===== src/rtl/operand_fetch_pkg.sv =====
// rtl/operand_fetch_pkg.sv - shared widths and constants for the operand fetch stage
package operand_fetch_pkg;

    localparam int DATA_W = 32;
    localparam int REG_N = 32;
    localparam int ADDR_W = 5;
    localparam logic [ADDR_W-1:0] ZERO_REG = '0;

endpackage


===== src/rtl/operand_fetch_reg_file.sv =====
// rtl/operand_fetch_reg_file.sv - register array with two async read ports and one sync write port
module reg_file
    import operand_fetch_pkg::*;
#(
    parameter int DATA_W = operand_fetch_pkg::DATA_W,
    parameter int REG_N = operand_fetch_pkg::REG_N
) (
    input  logic                                 clk_i,
    input  logic                                 rst_i,
    input  logic [operand_fetch_pkg::ADDR_W-1:0] rd_a_addr_i,
    output logic [DATA_W-1:0]                    rd_a_data_o,
    input  logic [operand_fetch_pkg::ADDR_W-1:0] rd_b_addr_i,
    output logic [DATA_W-1:0]                    rd_b_data_o,
    input  logic                                 wr_en_i,
    input  logic [operand_fetch_pkg::ADDR_W-1:0] wr_addr_i,
    input  logic [DATA_W-1:0]                    wr_data_i
);

    logic [DATA_W-1:0] regs [REG_N];

    // Write port: reset clears every entry; writes to r0 or beyond REG_N are dropped
    always_ff @(posedge clk_i) begin
        if (rst_i) begin
            for (int i = 0; i < REG_N; i++) begin
                regs[i] <= '0;
            end
        end else if (wr_en_i && (wr_addr_i != ZERO_REG) && (int'(wr_addr_i) < REG_N)) begin
            regs[wr_addr_i] <= wr_data_i;
        end
    end

    // Read ports: r0 and unimplemented addresses read as zero
    always_comb begin
        rd_a_data_o = '0;
        rd_b_data_o = '0;
        if ((rd_a_addr_i != ZERO_REG) && (int'(rd_a_addr_i) < REG_N)) begin
            rd_a_data_o = regs[rd_a_addr_i];
        end
        if ((rd_b_addr_i != ZERO_REG) && (int'(rd_b_addr_i) < REG_N)) begin
            rd_b_data_o = regs[rd_b_addr_i];
        end
    end

endmodule


===== src/rtl/operand_fetch.sv =====
// rtl/operand_fetch.sv - operand read, writeback bypass and stall-hold stage feeding the ALU
module operand_fetch
    import operand_fetch_pkg::*;
#(
    parameter int DATA_W = operand_fetch_pkg::DATA_W,
    parameter int REG_N = operand_fetch_pkg::REG_N
) (
    input  logic                                 clk_i,
    input  logic                                 rst_i,
    input  logic                                 valid_i,
    input  logic                                 stall_i,
    input  logic [operand_fetch_pkg::ADDR_W-1:0] rs_addr_i,
    input  logic [operand_fetch_pkg::ADDR_W-1:0] rt_addr_i,
    input  logic [DATA_W-1:0]                    imm_i,
    input  logic                                 use_imm_i,
    input  logic                                 wr_en_i,
    input  logic [operand_fetch_pkg::ADDR_W-1:0] wr_addr_i,
    input  logic [DATA_W-1:0]                    wr_data_i,
    output logic [DATA_W-1:0]                    src1_o,
    output logic [DATA_W-1:0]                    src2_o,
    output logic                                 valid_o
);

    logic [DATA_W-1:0] rd_rs_data;
    logic [DATA_W-1:0] rd_rt_data;
    logic [ADDR_W-1:0] rs_lat;
    logic [ADDR_W-1:0] rt_lat;
    logic              use_imm_lat;
    logic              advance;
    logic [DATA_W-1:0] src1_next;
    logic [DATA_W-1:0] src2_next;
    logic              valid_next;
    logic [ADDR_W-1:0] rs_lat_next;
    logic [ADDR_W-1:0] rt_lat_next;
    logic              use_imm_lat_next;

    reg_file #(
        .DATA_W (DATA_W),
        .REG_N  (REG_N)
    ) u_reg_file (
        .clk_i       (clk_i),
        .rst_i       (rst_i),
        .rd_a_addr_i (rs_addr_i),
        .rd_a_data_o (rd_rs_data),
        .rd_b_addr_i (rt_addr_i),
        .rd_b_data_o (rd_rt_data),
        .wr_en_i     (wr_en_i),
        .wr_addr_i   (wr_addr_i),
        .wr_data_i   (wr_data_i)
    );

    // An empty output stage always accepts, so a stall only holds live data
    assign advance = !stall_i || !valid_o;

    // Next-state: capture with write-first bypass on advance, refresh latched operands while held
    always_comb begin
        src1_next        = src1_o;
        src2_next        = src2_o;
        valid_next       = valid_o;
        rs_lat_next      = rs_lat;
        rt_lat_next      = rt_lat;
        use_imm_lat_next = use_imm_lat;
        if (advance) begin
            valid_next = valid_i;
            if (valid_i) begin
                rs_lat_next      = rs_addr_i;
                rt_lat_next      = rt_addr_i;
                use_imm_lat_next = use_imm_i;
                if (wr_en_i && (wr_addr_i == rs_addr_i) && (rs_addr_i != ZERO_REG)) begin
                    src1_next = wr_data_i;
                end else begin
                    src1_next = rd_rs_data;
                end
                if (use_imm_i) begin
                    src2_next = imm_i;
                end else if (wr_en_i && (wr_addr_i == rt_addr_i) && (rt_addr_i != ZERO_REG)) begin
                    src2_next = wr_data_i;
                end else begin
                    src2_next = rd_rt_data;
                end
            end
        end else begin
            // A writeback landing on a held source must not leave a stale operand behind
            if (wr_en_i && (wr_addr_i == rs_lat) && (rs_lat != ZERO_REG)) begin
                src1_next = wr_data_i;
            end
            if (wr_en_i && !use_imm_lat && (wr_addr_i == rt_lat) && (rt_lat != ZERO_REG)) begin
                src2_next = wr_data_i;
            end
        end
    end

    // Output stage registers; reset drops any request in flight
    always_ff @(posedge clk_i) begin
        if (rst_i) begin
            src1_o      <= '0;
            src2_o      <= '0;
            valid_o     <= 1'b0;
            rs_lat      <= '0;
            rt_lat      <= '0;
            use_imm_lat <= 1'b0;
        end else begin
            src1_o      <= src1_next;
            src2_o      <= src2_next;
            valid_o     <= valid_next;
            rs_lat      <= rs_lat_next;
            rt_lat      <= rt_lat_next;
            use_imm_lat <= use_imm_lat_next;
        end
    end

endmodule


===== config.mk =====
export PLATFORM = sky130hd
export DESIGN_NAME = operand_fetch
export DESIGN_NICKNAME = d
export VERILOG_FILES = /design/src/rtl/operand_fetch_pkg.sv /design/src/rtl/operand_fetch_reg_file.sv /design/src/rtl/operand_fetch.sv
export SDC_FILE = /design/constraint.sdc
export NUM_CORES = 2
export LEC_CHECK = 0
export ABC_AREA = 1
export BUFFER_PORTS_ARGS = -buffer_cell sky130_fd_sc_hd__buf_2
export CAP_MARGIN = 15
export CORE_MARGIN = 1
export CORE_UTILIZATION = 30
export CTS_BUF_LIST = sky130_fd_sc_hd__clkbuf_2 sky130_fd_sc_hd__clkbuf_4 sky130_fd_sc_hd__clkbuf_8
export DETAILED_ROUTE_END_ITERATION = 8
export HOLD_SLACK_MARGIN = 0.06
export PLACE_DENSITY = 0.46
export SLEW_MARGIN = 20
export SYNTH_ARGS = -nofsm -noshare
export SYNTH_HDL_FRONTEND = slang
export SYNTH_SLANG_ARGS = --single-unit

===== constraint.sdc =====
create_clock -name clk_i -period 2.9 [get_ports clk_i]
set_clock_uncertainty 0.05 [all_clocks]
set_input_delay 0.145 -clock clk_i [delete_from_list [all_inputs] [get_ports clk_i]]
set_output_delay 0.145 -clock clk_i [all_outputs]
set_load 0.02 [all_outputs]

==> parameters.txt <==
Parameter                              Value

Outcome
  Run status ... complete, but fails checks
  Violated checks ... DRC

Die
  Total number of placement rows ... 164
  Core ar. ... 0.200 mm^2
  Effective utilization at floorplan ... between 30% and 40%
  Die footprint ... 0.203 mm^2
  Number of primary I/O pins ... 150
  DIE WIDTH ... 451 um
  Vertical extent of the die ... around 450 um

Setup path
  Reg2Reg Launch Point ... u_reg_file.regs[28][22]$_SDFFCE_PN0P_
  Launching element type of the critical path ... primary input
  FF-to-FF path depth ... 12
  Setup slack of the most critical reg-to-reg path ... 0.26 ns
  Crit path DAT ... about 3.5 ns
  Crit path kind ... primary input to register
  Data required time of the worst path ... approximately 3.7 ns
  Crit end category ... register
  Maximum fanout along the worst path ... 86
  End of the worst register-to-register path ... src2_o[22]$_SDFFE_PP0P_

Worst hold path
  Hold Path Class ... primary input to register
  Min-Delay Endpoint ... src2_o[9]$_SDFFE_PP0P_
  Hold path startpoint ... imm_i[9]
  Worst Hold Path Cells ... 7

Route
  Count of antenna-violating nets left after detailed routing ... 0
  Vias ... 54600
  Count of TritonRoute iterations in the first routing pass ... 9
  Post-DR wirelength/cell ... 24.6 um
  Post-route DRC ... 8
  Iteration-0 DRC count of the detailed router ... roughly 5800
  Wire length after detailed routing ... 251 mm
  Avg Vias per Cell ... about 5.4

Synthesis
  Top-count cell post-synth ... sky130_fd_sc_hd__nor2_1
  Share of synthesized area occupied by flip-flops and latches ... 53.4%
  Post-synthesis cell type count ... 38
  Netlist Area Pre-Place ... 0.0604 mm^2
  Share of Yosys cell area claimed by the top area cell type ... 50.9%
  Number of enable-type register cells in the synthesized netlist ... 1024
  Dominant register cell in the synthesized netlist ... sky130_fd_sc_hd__edfxtp_1
  Number of register bits inferred by synthesis ... 1100
  Synthesized instance count ... 7229
  Post-synthesis area per instance ... ~8.4 um^2
  Warnings from Yosys ... 0
  Largest area contributor in the netlist ... sky130_fd_sc_hd__edfxtp_1
  Leading cell types by total area after synthesis ... sky130_fd_sc_hd__edfxtp_1 51%, sky130_fd_sc_hd__nand3_1 8.0%, sky130_fd_sc_hd__nor2_1 7.0%, sky130_fd_sc_hd__o21ai_0 5.8%, sky130_fd_sc_hd__nand2_1 5.5%
  Share of synthesized registers carrying an async set or reset ... 0%
  Leading cell types by count after synthesis ... 1128 x sky130_fd_sc_hd__nor2_1, 1024 x sky130_fd_sc_hd__edfxtp_1, 967 x sky130_fd_sc_hd__nand3_1

Cells and area
  Share of layout cells above drive strength 1 ... 12.0%
  Final std cells w/o fill ... roughly 10000
  Util after Layout ... 35.0%
  Layout Area Growth over Synthesis ... 15.9%
  Number of inserted filler cells in the final layout ... 20700
  Nets ... 7442

Pwr
  Pwr/cell area ... 555 mW/mm^2
  Maximum vdd ir drop ... about 0.44 mV
  Leakage Power ... between 20 and 30 nW
  Overall power after layout ... 38.9 mW

CTS
  Clock tree from TritonCTS ... built
  Clock Latency Late Sink ... between 0.9 and 1 ns
  Maximum root-to-sink buffer count ... 3
  H-tree lvl count ... 4
  Clock transition at path regs ... 0.06 ns
  Buffer cell driving the clock tree root ... sky130_fd_sc_hd__clkbuf_8
  # clock sinks ... 1100
  CTS buffer count ... 193

STA
  Worst setup slack after layout ... 0.142 ns
  Clock period minus final worst setup slack ... 2.76 ns
  Endpoints failing setup ... 0
  Setup repair after global routing missed its margin ... no
  Pin slew with the least headroom to its limit ... 0.906 ns
  Post-route clock period utilization ... 95.1%
  Sum of negative setup slack ... 0 ns
  Worst max-slew margin expressed relative to the limit ... between 30% and 40%
  Fmax ... 363 MHz
  Final number of max-transition violations ... 0
  Final hold violation count ... 0

Global route
  Vias in the first global route ... 52700
  Antenna violations before repair ... 3
  Residual overflow from global routing ... 0
  First-pass GRT wire length ... approximately 360 mm
  Largest net degree at the start of global routing ... 162
  Total routing resource utilization after global routing ... 24.1%

Job
  Number of maximum-capacitance violations ... 0

Place
  Post-Place Cells ... 9665
  Post-DP HPWL ... 148 mm
  Count of port buffers added during placement ... roughly 150
  Final weighted congestion in routability-driven placement ... 0.850
  Post-place setup slack ... 0.304 ns
==> worst max path at each step <==
| stage | startpoint | to | slack (ns) | depth (start not counted) |
|---|---|---|---|---|
| finish | rt_addr_i[0] | src2_o[28]$_SDFFE_PP0P_ | 0.14 | 17 |
| global route | rt_addr_i[0] | src2_o[23]$_SDFFE_PP0P_ | 0.008 | 18 |
| CTS | rt_lat[1]$_SDFFE_PP0P_ | src2_o[25]$_SDFFE_PP0P_ | 0.10 | 8 |
| detailed placement | rt_addr_i[4] | src2_o[6]$_SDFFE_PP0P_ | 0.30 | 9 |
| global placement | rt_addr_i[4] | src2_o[5]$_SDFFE_PP0P_ | 0.30 | 9 |
| floorplan | wr_addr_i[4] | u_reg_file.regs[31][0]$_SDFFCE_PN0P_ | 0.46 | 10 |
==> report_power, final <==
group	switching (mW)	leakage [nW]	total (mW)	internal [mW]
Sequential	0.365	10.4	18.6	18.2
Combinational	4.10	15.5	5.80	1.70
Clock	7.07	1.97	14.5	7.40
Total	11.5	27.8	38.9	27.3
==> per-stage QoR <==
step | hold WS, ns | area, um^2
after floorplan | 0.250 | 60500
final | 0.132 | 70000
after global placement | 0.371 | 64700
after detailed placement | 0.401 | 64700
after global routing | 0.145 | 70000
after CTS | 0.0625 | 69900
==> critical path, stage by stage <==
cell and delay [ns]:
sky130_fd_sc_hd__dlygate4sd3_1 0.59, sky130_fd_sc_hd__buf_8 0.23, sky130_fd_sc_hd__buf_16 0.24, sky130_fd_sc_hd__buf_12 0.25, sky130_fd_sc_hd__buf_12 0.16, sky130_fd_sc_hd__or2_2 0.29
sky130_fd_sc_hd__nand3_1 0.07, sky130_fd_sc_hd__nand3_1 0.16, sky130_fd_sc_hd__nand3_1 0.18, sky130_fd_sc_hd__nand3_1 0.15, sky130_fd_sc_hd__nand3_1 0.12, sky130_fd_sc_hd__nand2_1 0.07
sky130_fd_sc_hd__nand2_1 0.06, sky130_fd_sc_hd__nand2_1 0.04, sky130_fd_sc_hd__nand2_1 0.06, sky130_fd_sc_hd__dlygate4sd3_1 0.54, sky130_fd_sc_hd__a21oi_1 0.06
==> what timing repair did <==
action / CTS / global route
gates resized for setup: 0 / 3
setup buffers: 0 / 1
endpoints found under the setup margin: 0 / 16
endpoints found under the hold margin: 1215 / 0
hold buffers: 150 / 0
==> cells in the final DEF (no fill, tap or decap), drive strengths merged, types with 4 or more instances in the layout <==
cell type	instances
o221ai	41
edfxtp	1024
nand4	5
nor3	13
dfxtp	76
clkbuf	266
diode	6
nand3	967
o21ai	778
a21oi	625
nor2	1130
nor4	4
clkinv	84
buf	433
clkinvlp	5
o21a	32
dlygate4sd3	150
o211ai	224
nand2	890
or2	81
inv	646
conb	32
==> kinds of logic (layout without fill, tap and decap cells) <==
group                     Yosys count  in the layout  share of synthesized area (%)
AOI/OAI and AO/OA                1705           1705                           15.6
xor gates and xnor gates            6              6                         0.0870
buffers and inverters            1327           1585                           9.23
DFF                              1100           1100                           53.4
other                               1             38                        0.00621
and+or+nand+nor                  3090           3090                           21.7
==> final cells by class <==
cell class	count	area (um^2)	share of cell area [%]
sequential	1100	32300	46.1
multi-input combinational	4833	22800	32.6
timing repair buffer	583	5400	7.71
tap	2656	3320	4.75
clock buffer	266	3290	4.69
inverter	646	2460	3.51
clock inverter	90	444	0.634
antenna	6	15.0	0.0214
==> layer usage <==
layer | vias to the layer above | global-route usage, % | share of wire [%]
met2 | 2406 | 39.5 | 47
met1 | 26800 | 30.9 | 41
met4 | 0 | 12.2 | 5.3
met3 | 496 | 3.22 | 6.8
met5 | - | 0 | 0
li1 | 24900 | - | -
==> state kept, by name, indices dropped and copies added (netlist names) <==
| name | flops |
|---|---|
| u_reg_file.regs | 1024 |
| src1_o | 32 |
| src2_o | 32 |
| rs_lat | 5 |
| rt_lat | 5 |
| use_imm_lat | 1 |
| valid_o | 1 |
Power figures use the tool's default switching activity.
